--- config.mk ---
export PLATFORM = sky130hd
export DESIGN_NAME = robo_atuador
export DESIGN_NICKNAME = d
export VERILOG_FILES = /design/src/rtl/robo_atuador.sv
export SDC_FILE = /design/constraint.sdc
export NUM_CORES = 1
export LEC_CHECK = 0
export CORE_ASPECT_RATIO = 1.4
export CORE_MARGIN = 3
export CORE_UTILIZATION = 47
export CTS_CLUSTER_SIZE = 12
export DETAILED_ROUTE_END_ITERATION = 6
export GPL_ROUTABILITY_DRIVEN = 0
export PLACE_DENSITY = 0.75
export SLEW_MARGIN = 0
export SYNTH_ARGS = -nofsm -noshare
export SYNTH_HDL_FRONTEND = slang
export SYNTH_SLANG_ARGS = --single-unit
--- constraint.sdc ---
create_clock -name clock -period 1.85 [get_ports clock]
set_input_delay 0.37 -clock clock [delete_from_list [all_inputs] [get_ports clock]]
set_output_delay 0.37 -clock clock [all_outputs]
set_load 0.05 [all_outputs]
--- src/rtl/robo_atuador.sv ---
// robo_atuador: turns level commands into fixed-length motor/claw pulses
// and keeps step, heading and removal odometry.
module robo_atuador #(
  parameter int WIDTH_CNT = 8,
  parameter int T_AVANCO  = 4,
  parameter int T_GIRO    = 6,
  parameter int T_REMOCAO = 10
) (
  input  logic        clock,
  input  logic        reset,
  input  logic        avancar,
  input  logic        girar,
  input  logic        remover,
  output logic        motor_frente,
  output logic        motor_giro,
  output logic        garra,
  output logic        ocupado,
  output logic        concluido,
  output logic [15:0] passos,
  output logic [1:0]  direcao,
  output logic [7:0]  remocoes
);

  typedef enum logic [1:0] {
    OCIOSO,
    AVANCO,
    GIRO,
    REMOCAO
  } estado_t;

  localparam logic [WIDTH_CNT-1:0] LD_A =
    WIDTH_CNT'(T_AVANCO - 1);
  localparam logic [WIDTH_CNT-1:0] LD_G =
    WIDTH_CNT'(T_GIRO - 1);
  localparam logic [WIDTH_CNT-1:0] LD_R =
    WIDTH_CNT'(T_REMOCAO - 1);

  estado_t              estado_q;
  estado_t              estado_d;
  logic [WIDTH_CNT-1:0] cnt_q;
  logic [WIDTH_CNT-1:0] cnt_d;
  logic                 fim;

  logic sel_r;
  logic sel_g;
  logic sel_a;

  logic        frente_d;
  logic        giro_d;
  logic        garra_d;
  logic        ocupado_d;
  logic [15:0] passos_d;
  logic [1:0]  direcao_d;
  logic [7:0]  remocoes_d;

  // one-hot command select: remover beats girar beats avancar
  assign sel_r = remover;
  assign sel_g = girar & ~remover;
  assign sel_a = avancar & ~girar & ~remover;

  // state and duration counter registers
  always_ff @(posedge clock or negedge reset) begin
    if (!reset) begin
      estado_q <= OCIOSO;
      cnt_q    <= '0;
    end else begin
      estado_q <= estado_d;
      cnt_q    <= cnt_d;
    end
  end

  // next state: accept a command when idle, count down when active
  always_comb begin
    estado_d = estado_q;
    cnt_d    = cnt_q;
    fim      = 1'b0;
    unique case (estado_q)
      OCIOSO: begin
        unique case (1'b1)
          sel_r: begin
            estado_d = REMOCAO;
            cnt_d    = LD_R;
          end
          sel_g: begin
            estado_d = GIRO;
            cnt_d    = LD_G;
          end
          sel_a: begin
            estado_d = AVANCO;
            cnt_d    = LD_A;
          end
          default: ;
        endcase
      end
      default: begin
        if (cnt_q == '0) begin
          estado_d = OCIOSO;
          fim      = 1'b1;
        end else begin
          cnt_d = cnt_q - 1'b1;
        end
      end
    endcase
  end

  // next output values: drives follow the next state, odometry on finish
  always_comb begin
    frente_d   = (estado_d == AVANCO);
    giro_d     = (estado_d == GIRO);
    garra_d    = (estado_d == REMOCAO);
    ocupado_d  = (estado_d != OCIOSO);
    passos_d   = passos;
    direcao_d  = direcao;
    remocoes_d = remocoes;
    if (fim) begin
      unique case (estado_q)
        AVANCO: begin
          if (passos != 16'hFFFF)
            passos_d = passos + 16'd1;
        end
        GIRO: direcao_d = direcao + 2'd1;
        REMOCAO: begin
          if (remocoes != 8'hFF)
            remocoes_d = remocoes + 8'd1;
        end
        default: ;
      endcase
    end
  end

  // registered outputs so nothing reaches a pin combinationally
  always_ff @(posedge clock or negedge reset) begin
    if (!reset) begin
      motor_frente <= 1'b0;
      motor_giro   <= 1'b0;
      garra        <= 1'b0;
      ocupado      <= 1'b0;
      concluido    <= 1'b0;
      passos       <= '0;
      direcao      <= '0;
      remocoes     <= '0;
    end else begin
      motor_frente <= frente_d;
      motor_giro   <= giro_d;
      garra        <= garra_d;
      ocupado      <= ocupado_d;
      concluido    <= fim;
      passos       <= passos_d;
      direcao      <= direcao_d;
      remocoes     <= remocoes_d;
    end
  end

endmodule

==> results.md <==
- Of all nets on the critical path, the largest fanout is 5.
- The area growth from synthesis to final layout is 35.2%.
- Dividing the detail-routed via count by the number of cells gives approximately 5.4.
- The clock tree root buffer cell is clkbuf_8.
- The initial antenna violation count is 0.
- The power density of the placed cells is just under 900 nW/um^2.
- The net switching share of the total power is 30.4%.
- The first global-routing pass estimated between 7000 and 8000 microns of wire.
- met2 is the most crowded layer.
- The gate count after technology mapping is 198.
- The endpoint kind of the worst setup timing path is a flop.
- The number of global-route vias before repair came to between 1.5k and 2k.
- The area occupied by registers is between 1000 and 1500 sq um.
- The flow ran to the end, and the final reports show no timing, DRC or antenna violations.
- The met1 layer usage reported by global route is about a fifth.
- The met3 capacity usage during global routing is under 10%.
- Once the floorplan was initialized, standard cells occupied around half of the core.
- For this run, the share of the core covered by cells in the final layout is between 60% and 70%.
- In this run the critical register-to-register path is launched from cnt_q[1].
- Hold is met by roughly 0.49 ns.
- Yosys mapped a number of flops with a built-in enable equal to 0.
- The placed instances occupy a cell area of 2640 sq um.
- The residual antenna-violating net count after detailed routing is 0.
- The share of synthesized flip-flops with an asynchronous set or reset is 100%.
- Summing all non-filler instances in the final layout gives an area of between 2000 and 3000 sq um.
- TritonCTS built the clock tree.
- The count of input and output buffers is 35.
- The max-cap check violation count is 0.
- From bottom edge to top edge, the die measures 85.4 microns.
- The type of element launching the critical path is a flop.
- In this run the power spent charging and discharging nets is 773 uW.
- The leakage power summed over all cells is 0.00137 uW.
- The clock passes through at most 2 buffers.
- Setup total negative slack on the finished layout was measured at 0 ns.
- The core region is between 4000 and 5000 sq um.
- The number of iterations in the first detailed-routing pass is 4.
- The first routing iteration left 85 violations.
- The post-route minimum period is about 1.8 ns.
- The horizontal die dimension is around 63 microns.
- The completed layout was analyzed and its total power is 2550 uW.
- After detailed routing, the average wire length per cell comes to about 14 microns.
- The total detailed-routing wirelength is between 4000 and 5000 microns.
- The setup slack of the most critical reg-to-reg path is 0.03 ns.
- The worst max-slew margin expressed relative to the limit is 74.0%.
- The path class of the tightest hold or removal check is flop to flop.
- Buffers inserted during clock tree synthesis total 5.
- After synthesis the netlist holds a flip-flop and latch count of between 40 and 50.
- The clock reaches the later pin of the worst-skew pair after between 0.2 and 0.3 ns.
- For this run, the total global-route usage over all layers was measured as between 10% and 20%.
- The final HPWL from detailed placement is ~3300 microns.
- The area of the mapped netlist is roughly 2100 sq um.
- Setup violations remaining at the end of the flow were counted as 0.
- The clock transition at the register clock pins on the worst setup and hold paths after CTS is approximately 0.070 ns.
- STA puts the critical path data required time at 2.03 ns.
- The internal power contribution is 1770 uW.
- The clock net in this run drives a total of 41 sinks.
- The die covers roughly 5400 sq um.
- The critical path starts at cnt_q[1].
- Data on the critical path arrives at its endpoint at around 2.0 ns.
- The capture instance of the worst register-to-register path is cnt_q[0].
- The standard-cell row count is 28.
- The worst setup path category is flop to flop.
- The most critical setup path has its endpoint at cnt_q[0].
- 36 I/O pins were placed.
- Clock skew on the completed layout was measured at around 0.0024 ns.
- Across all layers, the routed design uses around 1.8k vias.
- The max-slew violation total from the final report is 0.
- The DRC violations left is 0.
- The total congestion overflow is 0.
- A synthesized cell averages roughly 11 sq um.
- The share of the clock period used by the worst path after layout is just under 100%.
- The worst supply voltage drop on vdd is around 650 uV.
- The timing-limited maximum frequency is around 550 MHz.
- The final hold violation count was 0.
- The level count of the clock H-tree is 2.
- For this run, the post-layout net count is approximately 280.
- The multi-input combinational cells in the finished layout cover a total of roughly 1100 sq um.
- The number of distinct standard cells referenced by the synthesized netlist is 43.
- The ratio of cells with drive above 1 in the final layout is roughly two fifths.
- Setup repair after global routing could not meet its margin everywhere.
- The number of nets in the synthesized netlist is between 200 and 250.
- The clock network is responsible for approximately 29% of the overall power.
- After filler insertion, the fill cell instance count of the layout stands at between 300 and 400.
- For the pin with the worst max-slew slack, the measured transition is 0.390 ns.
- The share of total power in combinational logic is 25.9%.
- For this run, the number of Yosys warnings is 0.
- For this run, the leading register cell type out of synthesis is dfrtp_1.
- Entering global routing, the biggest net connects 19 pins.
- The met2 layer usage reported by global route is 32.0%.
- Per report_power, the sequential group accounts for between 40% and 50% of the total.
- The diode insertion count for antenna repair is 0.
- The cell count of the worst reg-to-reg path is 7.
- The share of synthesized area occupied by flip-flops and latches is approximately half.
==> sequential cells by signal (all words and copies together) (netlist names) <==
name,cells
garra,1
cnt_q,8
passos,16
direcao,2
motor_giro,1
concluido,1
motor_frente,1
ocupado,1
estado_q,2
remocoes,8
==> synthesized netlist by cell type, types with 5 or more instances <==
cell type	n	area [sq um]
nand3_1	12	60.1
a21oi_1	5	25.0
or3_1	6	37.5
nor4_2	6	75.1
o21ai_0	5	25.0
dfrtp_1	41	1030
inv_1	6	22.5
nor2_1	11	41.3
nor3_1	10	50.1
mux2_2	5	56.3
xor2_1	19	166
nand2_1	17	63.8
==> metrics by stage <==
step | setup WS (ns) | cells
6_report | 0.0308 | 327
4_1_cts | 0.00496 | 323
2_1_floorplan | -0.00152 | 198
3_5_place_dp | -0.00166 | 314
5_1_grt | -0.0369 | 327
3_3_place_gp | 0.0268 | 314
==> worst min path at each step <==
stage / slack [ns] / endpoint / startpoint / cells after the start
2_1_floorplan: 0.07 / cnt_q[0] / reset / 0
3_3_place_gp: 0.32 / remocoes[5] / reset / 1
3_5_place_dp: 0.31 / remocoes[5] / reset / 1
4_1_cts: 0.49 / passos[9] / passos[9] / 1
5_1_grt: 0.53 / passos[0] / passos[0] / 1
6_report: 0.49 / direcao[1] / direcao[1] / 1
==> placed cells by master (no fill, tap or decap), drive strengths merged, types with 4 or more instances in the layout <==
cell and count:
a21oi 5, buf 63, clkbuf 7, dfrtp 41
ha 4, inv 6, mux2 5, nand2 17
nand3 13, nand4 4, nor2 11, nor3 10
nor4 9, o21ai 5, or3 6, xor2 19
==> critical path, stage by stage, from the launching register on <==
cell	delay, ns
dfrtp_1	0.40
inv_2	0.08
ha_4	0.12
or4b_4	0.47
nor3_4	0.23
buf_6	0.14
nor2_1	0.07
a21o_1	0.19
==> per-layer routing <==
layer  routed length [microns]  up-vias
met5                         0        -
met4                        96        0
met3                       126       11
met2                      2420       36
met1                      1890      845
li1                          -      860
==> logic make-up (layout without fill, tap and decap cells) <==
| group | count (synthesis) | after routing | share of synthesized area [%] |
|---|---|---|---|
| xor gates and xnor gates | 22 | 22 | 9.10 |
| adders and majority gates | 4 | 4 | 2.36 |
| DFF | 41 | 41 | 48.5 |
| and+or+nand+nor | 87 | 87 | 24.9 |
| AOI/OAI and AO/OA | 26 | 26 | 9.22 |
| muxes | 6 | 6 | 3.13 |
| buffers and inverters | 12 | 81 | 2.78 |
==> final cells by class <==
type | count | area share, %
inverters | 6 | 0.787
repair buffers | 67 | 17.9
well taps | 60 | 2.62
flip-flops and latches | 41 | 36.3
clock buffers | 7 | 3.02
clock inverters | 1 | 1.05
multi-input cells | 145 | 38.3
==> what timing repair did <==
item | 4_1_cts | 5_1_grt
resized for setup | 3 | 13
cloned | 0 | 1
pin swaps | 0 | 5
endpoints found under the setup margin | 5 | 28
hold endpoints to repair | 1 | 0
setup buffers | 0 | 3
hold buffers | 1 | 0
==> power by group through the flow <==
stage | Clock [uW] | Combinational (uW) | Sequential [uW]
floorplan | 0 | 245 | 1220
global placement | 0 | 586 | 1160
detailed placement | 0 | 594 | 1160
CTS | 744 | 604 | 1150
global route | 789 | 727 | 1170
finish | 729 | 660 | 1160
Power figures use the tool's default switching activity.
